### src/rtl/wb_dual_master_arbiter_pkg.sv
// Shared definitions for the two-master Wishbone arbiter: grant FSM encoding,
// master index constants and grant-vector helpers.
package wb_dual_master_arbiter_pkg;

  typedef enum logic [1:0] {
    ARB_IDLE   = 2'd0,
    ARB_GNT_M0 = 2'd1,
    ARB_GNT_M1 = 2'd2
  } arb_state_e;

  localparam logic MST_M0 = 1'b0;
  localparam logic MST_M1 = 1'b1;

  // One-hot {m1,m0} grant vector for a master index.
  function automatic logic [1:0] grant_onehot(input logic idx);
    return (idx == MST_M1) ? 2'b10 : 2'b01;
  endfunction

  function automatic arb_state_e grant_state(input logic idx);
    return (idx == MST_M1) ? ARB_GNT_M1 : ARB_GNT_M0;
  endfunction

endpackage

### src/rtl/wb_arb_watchdog.sv
// Slave-response watchdog: counts stalled wait cycles of the granted master
// and raises a single-cycle fire pulse when the limit is reached.
module wb_arb_watchdog #(
  parameter int TIMEOUT_CYCLES = 255,
  parameter int CNT_W          = 8
) (
  input  logic clock,
  input  logic reset,
  input  logic active,
  input  logic resp,
  input  logic clear,
  output logic fire
);

  localparam bit               ENABLED = (TIMEOUT_CYCLES != 0);
  localparam logic [CNT_W-1:0] LIMIT   = CNT_W'(TIMEOUT_CYCLES);

  logic [CNT_W-1:0] wd_cnt;

  assign fire = ENABLED && active && (wd_cnt == LIMIT);

  // NOTE: state registers use non-blocking assignments so every flop samples
  // pre-edge values, independent of the order the blocks are evaluated in.
  always_ff @(posedge clock or posedge reset) begin
    if (reset) begin
      wd_cnt <= '0;
    end else if (!ENABLED || clear || fire || resp) begin
      wd_cnt <= '0;
    end else if (active) begin
      wd_cnt <= wd_cnt + CNT_W'(1);
    end
  end

endmodule

### src/rtl/wb_dual_master_arbiter.sv
// Shares one Wishbone slave between the data master (m0) and the instruction
// master (m1): registered round-robin grant, cycle lock, response watchdog.
module wb_dual_master_arbiter
  import wb_dual_master_arbiter_pkg::*;
#(
  parameter int DW             = 32,
  parameter int AW             = 32,
  parameter int SW             = 4,
  parameter int TIMEOUT_CYCLES = 255,
  parameter int CNT_W          = 8
) (
  input  logic          clock,
  input  logic          reset,
  // master 0 (data bus)
  input  logic [AW-1:0] m0_addr_i,
  input  logic [DW-1:0] m0_data_i,
  input  logic [SW-1:0] m0_sel_i,
  input  logic          m0_we_i,
  input  logic          m0_cyc_i,
  input  logic          m0_stb_i,
  output logic [DW-1:0] m0_data_o,
  output logic          m0_ack_o,
  output logic          m0_err_o,
  output logic          m0_rty_o,
  // master 1 (instruction bus)
  input  logic [AW-1:0] m1_addr_i,
  input  logic [DW-1:0] m1_data_i,
  input  logic [SW-1:0] m1_sel_i,
  input  logic          m1_we_i,
  input  logic          m1_cyc_i,
  input  logic          m1_stb_i,
  output logic [DW-1:0] m1_data_o,
  output logic          m1_ack_o,
  output logic          m1_err_o,
  output logic          m1_rty_o,
  // shared slave
  output logic [AW-1:0] s_addr_o,
  output logic [DW-1:0] s_data_o,
  output logic [SW-1:0] s_sel_o,
  output logic          s_we_o,
  output logic          s_cyc_o,
  output logic          s_stb_o,
  input  logic [DW-1:0] s_data_i,
  input  logic          s_ack_i,
  input  logic          s_err_i,
  input  logic          s_rty_i,
  // status
  output logic [1:0]    out_Grant,
  output logic          out_Timeout
);

  arb_state_e state;
  logic       last_gnt;
  logic [1:0] grant;

  logic gnt_cyc;
  logic gnt_stb;
  logic wd_fire;

  // Grant FSM; the grant vector is registered alongside the state so the
  // slave-side muxes are driven straight from flops.
  always_ff @(posedge clock or posedge reset) begin
    if (reset) begin
      state    <= ARB_IDLE;
      last_gnt <= MST_M1;
      grant    <= 2'b00;
    end else begin
      unique case (state)
        ARB_IDLE: begin
          if (m0_cyc_i && m1_cyc_i) begin
            state    <= grant_state(~last_gnt);
            grant    <= grant_onehot(~last_gnt);
            last_gnt <= ~last_gnt;
          end else if (m0_cyc_i) begin
            state    <= ARB_GNT_M0;
            grant    <= grant_onehot(MST_M0);
            last_gnt <= MST_M0;
          end else if (m1_cyc_i) begin
            state    <= ARB_GNT_M1;
            grant    <= grant_onehot(MST_M1);
            last_gnt <= MST_M1;
          end
        end
        ARB_GNT_M0: begin
          if (!m0_cyc_i) begin
            if (m1_cyc_i) begin
              state    <= ARB_GNT_M1;
              grant    <= grant_onehot(MST_M1);
              last_gnt <= MST_M1;
            end else begin
              state <= ARB_IDLE;
              grant <= 2'b00;
            end
          end
        end
        ARB_GNT_M1: begin
          if (!m1_cyc_i) begin
            if (m0_cyc_i) begin
              state    <= ARB_GNT_M0;
              grant    <= grant_onehot(MST_M0);
              last_gnt <= MST_M0;
            end else begin
              state <= ARB_IDLE;
              grant <= 2'b00;
            end
          end
        end
        default: begin
          state <= ARB_IDLE;
          grant <= 2'b00;
        end
      endcase
    end
  end

  // NOTE: every output of this block gets a default first, so no path through
  // the if/else leaves a signal unassigned and no latch is inferred.
  always_comb begin
    s_addr_o = '0;
    s_data_o = '0;
    s_sel_o  = '0;
    s_we_o   = 1'b0;
    gnt_cyc  = 1'b0;
    gnt_stb  = 1'b0;
    if (grant[0]) begin
      s_addr_o = m0_addr_i;
      s_data_o = m0_data_i;
      s_sel_o  = m0_sel_i;
      s_we_o   = m0_we_i;
      gnt_cyc  = m0_cyc_i;
      gnt_stb  = m0_stb_i;
    end else if (grant[1]) begin
      s_addr_o = m1_addr_i;
      s_data_o = m1_data_i;
      s_sel_o  = m1_sel_i;
      s_we_o   = m1_we_i;
      gnt_cyc  = m1_cyc_i;
      gnt_stb  = m1_stb_i;
    end
  end

  // Clearing on a dropped cyc covers both IDLE and every grant hand-over.
  wb_arb_watchdog #(
    .TIMEOUT_CYCLES(TIMEOUT_CYCLES),
    .CNT_W         (CNT_W)
  ) u_watchdog (
    .clock (clock),
    .reset (reset),
    .active(gnt_cyc & gnt_stb),
    .resp  (s_ack_i | s_err_i | s_rty_i),
    .clear (~gnt_cyc),
    .fire  (wd_fire)
  );

  assign s_cyc_o = gnt_cyc & ~wd_fire;
  assign s_stb_o = gnt_stb & ~wd_fire;

  // A response colliding with a watchdog fire is dropped in favour of err.
  assign m0_ack_o = grant[0] & s_ack_i & ~wd_fire;
  assign m0_rty_o = grant[0] & s_rty_i & ~wd_fire;
  assign m0_err_o = grant[0] & (s_err_i | wd_fire);
  assign m1_ack_o = grant[1] & s_ack_i & ~wd_fire;
  assign m1_rty_o = grant[1] & s_rty_i & ~wd_fire;
  assign m1_err_o = grant[1] & (s_err_i | wd_fire);

  assign m0_data_o   = s_data_i;
  assign m1_data_o   = s_data_i;
  assign out_Grant   = grant;
  assign out_Timeout = wd_fire;

endmodule

### config.mk
export PLATFORM = sky130hd
export DESIGN_NAME = wb_dual_master_arbiter
export DESIGN_NICKNAME = d
export VERILOG_FILES = /design/src/rtl/wb_dual_master_arbiter_pkg.sv /design/src/rtl/wb_arb_watchdog.sv /design/src/rtl/wb_dual_master_arbiter.sv
export SDC_FILE = /design/constraint.sdc
export NUM_CORES = 1
export LEC_CHECK = 0
export ABC_AREA = 1
export CAP_MARGIN = 20
export CORE_AREA = 3 3 125 127
export DETAILED_ROUTE_END_ITERATION = 6
export DIE_AREA = 0 0 128 130
export HOLD_SLACK_MARGIN = 0.12
export PLACE_DENSITY = 0.61
export SLEW_MARGIN = 20
export SYNTH_ARGS = -nofsm -noshare
export SYNTH_HDL_FRONTEND = slang
export SYNTH_SLANG_ARGS = --single-unit
### constraint.sdc
create_clock -name clock -period 2.4 [get_ports clock]
set_clock_uncertainty 0.05 [all_clocks]
set_input_delay 0.48 -clock clock [delete_from_list [all_inputs] [get_ports clock]]
set_output_delay 0.48 -clock clock [all_outputs]
set_load 0.05 [all_outputs]
==> results.toml, run 1 <==
[run_status]
status = "completed"

[layout]
drive_gt1_frac = 0.269
final_cells = 634
post-route-util = 0.347
register_area_um2 = 279
area_growth_pct = 151
multi_input_area_mm2 = 0.00114
antennaDiodeCount = 0
fillers = 1435
nNetsFinal = 635

[critical_path]
r2r_cells = 7
critPathArrivalTime_ns = 1.81
worstSetupEndpointType = "primary output"
worst_r2r_startpoint = "out_Grant[1]"
ff2ff_setup_slack_ns = 0.69
cp_max_fo = 3
path_cells = "ha_2 -> nand2_2 -> nor2_4 -> nand4_1 -> buf_6 -> a21oi_4 -> buf_12"
slowest_stage = "dfrtp_1"
r2r-end = "out_Grant[0]"
required_ns = 1.87
path_class = "reg -> out"
worst_setup_path_start_kind = "flop"
critPathMaxStageDelay_ns = 0.38

[yosys]
synth_area_mm2 = 0.00201
synth_cell_types = 23
synthCells = 281
synth_nets = 465
yosysWarningCount = 0
yosysSeqAreaShare = 0.138
ys_ff_latch = 11
avgSynthCellArea_um2 = 7.16

[grt]
antenna_found_initial = 0
track_usage = 0.168
grt_pass1_vias = 2708
gr-total-overflow = 0
grt_pass1_wl_um = 19800
grt_max_degree = 41

[sta]
maxSlewHeadroom = 0.666
worstMarginPinSlew_ns = 0.499
worst_slack_ns = 0.0619
drv_slew = 0
setup_viol = 0
min_period_over_period = 0.974
timing.fmax_mhz = 428
final_hold_viol_count = 0
rsz0062_at_grt = "true"
period_needed_ns = 2.34

[placement]
numPortBuffers = 226
hpwl_um = 13800
dp_cells = 628
globalplace.congestion = 0.826
preCtsSetupSlack_ns = -0.140

[cts]
clk_path_buf_depth = 2
ctsRootBufferMaster = "clkbuf_16"
cts_buffers = 3
clk_pin_slew_ns = 0.04
cts_htree_levels = 1
cts_num_sinks = 11
cts_tree = "done"
clk_latency_ns = 0.24

[floorplan]
die_h_um = 130
dieArea_mm2 = 0.0166
die_x_um = 128
coreArea_mm2 = 0.0145
initial_core_util = 0.138
row_count = 44
io_pins = 323

[power]
irDropWorstVdd_v = 0.000528
p_per_area_mw_per_mm2 = 1320
totalPowerFinal_mw = 6.64
leakagePower_nw = 2.12

[routing]
maxUsedRoutingLayer = "met4"
wl_met2_um = 5920
drc = 0
vias = 2672
dr_wl_met3_um = 3150
routed_wl_um = 15600
wl_per_cell_um = 24.6
ant_nets = 0
avgViaCountPerCell = 4.21
first_pass_iters = 4
drt-met1-wl_um = 6280
drtIter0Drc = 89

[worst_hold_path]
hold_class = "reg -> reg"
min_to = "last_gnt"
whs_path_depth = 2
hp-start = "last_gnt"

[run]
maxCapViolations = 0
-- cell usage in the layout (no fill, tap or decap), drive strengths merged, types with 3 or more instances in the layout --
cell type and n:
buf 97, clkbuf 4, clkdlybuf4s50 144, ha 5
dfrtp 10, inv 25, xor2 3, nand4 5
o21ai 7, a21oi 3, nand2 40, nand3 9
a22o 69, nor2 20
-- metal layers --
layer  global-route usage  vias up
met1                0.217     1197
met5                    0        -
met2                0.207      186
met3                0.147       34
li1                     -     1255
met4               0.0331        0
-- worst max-delay path, delay by kind of cell (launching register included) --
family / cells / cell delay (ns)
AND/OR/NAND/NOR: 3 / 0.44
flip-flops: 1 / 0.38
buffers and inverters: 2 / 0.36
adder cells (fa/ha/maj): 1 / 0.22
AO/OA/AOI/OAI: 1 / 0.16
-- power breakdown --
group	internal, mW	switching [mW]	total (mW)	leakage [nW]
Clock	0.223	0.0775	0.300	0.0382
Sequential	0.217	0.0316	0.249	0.145
Combinational	2.68	3.41	6.09	1.93
Total	3.12	3.52	6.64	2.12
-- cells by family after synthesis --
| family | after synthesis | synth area share |
|---|---|---|
| compound gates | 81 | 0.332 |
| flops | 11 | 0.138 |
| simple gates | 76 | 0.160 |
| xor+xnor | 3 | 0.0131 |
| fa+ha+maj | 5 | 0.0311 |
| buf+inv | 105 | 0.326 |
-- metrics by stage --
| step | area (um^2) | hold slack, ns | setup TNS [ns] |
|---|---|---|---|
| 2_1_floorplan | 2020 | 0.282 | -0.621 |
| 3_3_place_gp | 4880 | 0.448 | -0.362 |
| 3_5_place_dp | 4880 | 0.472 | -0.715 |
| 4_1_cts | 4960 | 0.469 | 0 |
| 5_1_grt | 5040 | 0.493 | -0.0363 |
| 6_report | 5040 | 0.471 | 0 |
-- area by class of cell --
type                       instances  share of cell area
timing repair buffer             245               0.638
multi-input combinational        165               0.227
sequential                        11              0.0554
tap                              184              0.0457
inverter                          25              0.0186
clock buffer                       4              0.0156
-- cells in the mapped netlist --
cell	n	area share
a22o_1	69	0.30
buf_4	68	0.25
nand2_1	38	0.071
inv_1	24	0.045
nor2_1	19	0.035
dfrtp_1	10	0.12
nand3_1	9	0.022
clkbuf_1	7	0.013
o21ai_0	6	0.015
buf_2	5	0.012
ha_1	5	0.031
nand4_1	5	0.016
a21oi_1	3	0.0075
xor2_1	3	0.013
nand2_2	2	0.0062
a22oi_1	1	0.0037
dfstp_2	1	0.013
inv_2	1	0.0019
nand3b_1	1	0.0037
nor2_2	1	0.0031
nor3_1	1	0.0025
o21ai_1	1	0.0025
o22ai_1	1	0.0031
-- state kept, by name (all words and copies together), names as in the netlist --
register	count
u_watchdog.wd_cnt	8
out_Grant	2
last_gnt	1
-- how the worst max path moves through the flow --
stage | slack, ns | startpoint | cells past startpoint | endpoint
6_report | 0.06 | u_watchdog.wd_cnt[0] | 7 | m0_err_o
5_1_grt | -0.03 | u_watchdog.wd_cnt[0] | 7 | m0_err_o
4_1_cts | 0.01 | m1_stb_i | 7 | m0_err_o
3_5_place_dp | -0.14 | m1_cyc_i | 7 | m1_err_o
3_3_place_gp | -0.1 | m1_cyc_i | 7 | m1_err_o
2_1_floorplan | -0.23 | out_Grant[0] | 5 | m0_err_o
-- repair_timing --
item,4_1_cts,5_1_grt
setup buffers,0,3
pin swaps,2,4
endpoints found under the setup margin,8,23
hold buffers,0,0
gates resized for setup,5,16
Note: power is estimated with default switching activity, not from simulation.
==> run 2: changes to the inputs <==
Settings changed: CAP_MARGIN 20 to 30.
==> results of run 2 <==
Same layout as run 1: the final DEF is identical, and so are final timing and power.
==> run 3: changes to the inputs <==
Settings changed: PLACE_DENSITY 0.61 to 0.63.
Clock period 2.4 ns to 2 ns, I/O delays scaled along.
==> run 3 against run 2 <==
  * Sequential share of layout area down 0.75 points
  * Clock-buffer cell count down 1
  * Largest cell class unchanged
  * Final cell count up 4.1%
  * Worst hold slack worse by 0.051 ns
  * Via count up 3.6%
  * First-iteration DRC count down 27%
  * Non-clock buffer count up 26
  * Clock power up 21%
  * Highest routed layer unchanged
  * Register-to-register slack worse by 0.46 ns
  * The flow now finishes with violations (negative setup slack)
  * Critical path depth unchanged
  * Sequential cell count unchanged
  * Worst setup slack worse by 0.17 ns
==> results.toml, run 3 (synthesis results as in run 1) <==
[run_status]
status = "finished with violations"
failed_checks = "negative setup slack"

[critical_path]
r2r-end = "out_Grant[0]"
worstSetupEndpointType = "primary output"
required_ns = 1.55
r2r_cells = 7
critPathArrivalTime_ns = 1.66
ff2ff_setup_slack_ns = 0.23
path_class = "reg -> out"
worst_r2r_startpoint = "out_Grant[0]"
cp_max_fo = 3
worst_setup_path_start_kind = "flop"

[power]
p_per_area_mw_per_mm2 = 1570
leakagePower_nw = 2.54
irDropWorstVdd_v = 0.000798

[layout]
fillers = 1357
drive_gt1_frac = 0.443
nNetsFinal = 661
largest_register_ffs = 8
mostFrequentLayoutCells = "142 x clkdlybuf4s50_1, 66 x buf_12, 52 x a22o_4"
multi_input_area_mm2 = 0.00163
area_growth_pct = 190
regMostFlops = "u_watchdog.wd_cnt"
register_area_um2 = 279
antennaDiodeCount = 0
final_common_cell = "clkdlybuf4s50_1"
final_cells = 660

[grt]
grt_max_degree = 41
grt_pass1_wl_um = 17600
track_usage = 0.144
gr-total-overflow = 0
grt_pass1_vias = 2850
antenna_found_initial = 0

[sta]
timing.fmax_mhz = 474
drv_slew = 0
fin_setup_tns_ns = -3.66
setup_viol = 64
min_period_over_period = 1.06
whs_ns = 0.419
maxSlewHeadroom = 0.697
worstMarginPinSlew_ns = 0.454
period_needed_ns = 2.11
final_hold_viol_count = 0
worst_slack_ns = -0.111
rsz0062_at_grt = "true"

[routing]
drtIter0Drc = 65
vias = 2768
wl_per_cell_um = 21.8
avgViaCountPerCell = 4.19
ant_nets = 0
drc = 0
first_pass_iters = 4
routed_wl_um = 14400

[placement]
hpwl_um = 11400
globalplace.congestion = 0.768
numPortBuffers = 226
dp_cells = 625
preCtsSetupSlack_ns = -0.263

[floorplan]
row_count = 44
die_x_um = 128
die_h_um = 130
dieArea_mm2 = 0.0166
initial_core_util = 0.138
coreArea_mm2 = 0.0145
io_pins = 323

[cts]
clk_pin_slew_ns = 0.04
cts_tree = "done"
clk_path_buf_depth = 2
cts_num_sinks = 11
ctsRootBufferMaster = "clkbuf_16"
cts_htree_levels = 1
clk_latency_ns = 0.24
cts_buffers = 3

[run]
maxCapViolations = 0

[worst_hold_path]
hold_class = "in -> async"
-- run 3: changes by cell type in the layout (fill, tap and decap cells not counted), sizes merged --
cell / previous run / this run
buf: 97 / 117
dlymetal6s2s: 2 / 0
clkbuf: 4 / 11
dlygate4sd2: 2 / 4
clkinv: 0 / 1
clkdlybuf4s50: 144 / 142
-- run 3: per-stage QoR --
stage / utilization / total power [mW] / instance area, um^2
floorplan: - / 4.11 / 2070
global placement: 0.323 / 7.17 / 4700
detailed placement: 0.323 / 7.22 / 4700
CTS: 0.358 / 8.14 / 5200
global route: 0.401 / 9.58 / 5830
finish: 0.401 / 9.18 / 5830
-- run 3: final cells by class --
type,instances,share of cell area
Tap cell,184,0.0395
Timing Repair Buffer,271,0.602
Multi-Input combinational cell,165,0.280
Clock buffer,3,0.0129
Inverter,25,0.0165
Sequential cell,11,0.0479
Clock inverter,1,0.000859
-- run 3: power breakdown --
| group | total [mW] | leakage, nW | internal (mW) | switching [mW] |
|---|---|---|---|---|
| Sequential | 0.297 | 0.145 | 0.261 | 0.0362 |
| Clock | 0.364 | 0.0409 | 0.265 | 0.0990 |
| Combinational | 8.51 | 2.36 | 4.11 | 4.40 |
| Total | 9.18 | 2.54 | 4.64 | 4.54 |
-- run 3: repair_timing --
action,CTS,global route
pin swaps,14,14
gates cloned,0,10
resized for setup,63,50
endpoints found under the hold margin,0,0
hold buffers,0,0
setup buffers,8,13
setup endpoints to repair,43,80
-- run 3: worst max path at each step --
stage,start,end,slack (ns),cells past startpoint
after detailed placement,m1_cyc_i,out_Timeout,-0.26,7
after floorplan,out_Grant[0],s_stb_o,-0.18,6
after global placement,m1_cyc_i,out_Timeout,-0.22,7
after CTS,u_watchdog.wd_cnt[1],m1_err_o,-0.11,7
final,u_watchdog.wd_cnt[1],m0_err_o,-0.11,7
after global routing,u_watchdog.wd_cnt[1],m1_err_o,-0.18,7
-- run 3: worst max-delay path, cell delays in order, from the launching register on --
cell and delay (ns):
dfrtp_1 0.35, ha_2 0.19, nand2_2 0.07, nor2_4 0.11
nand4_1 0.20, buf_6 0.21, a21oi_4 0.13, buf_8 0.16
-- run 3: per-layer routing --
metal,vias up,wire (um),global-route usage,share of wire
met5,-,0,0,0
met4,0,325,0.0343,0.023
met3,31,2460,0.119,0.17
met2,161,6300,0.207,0.44
met1,1263,5310,0.164,0.37
li1,1313,-,-,-
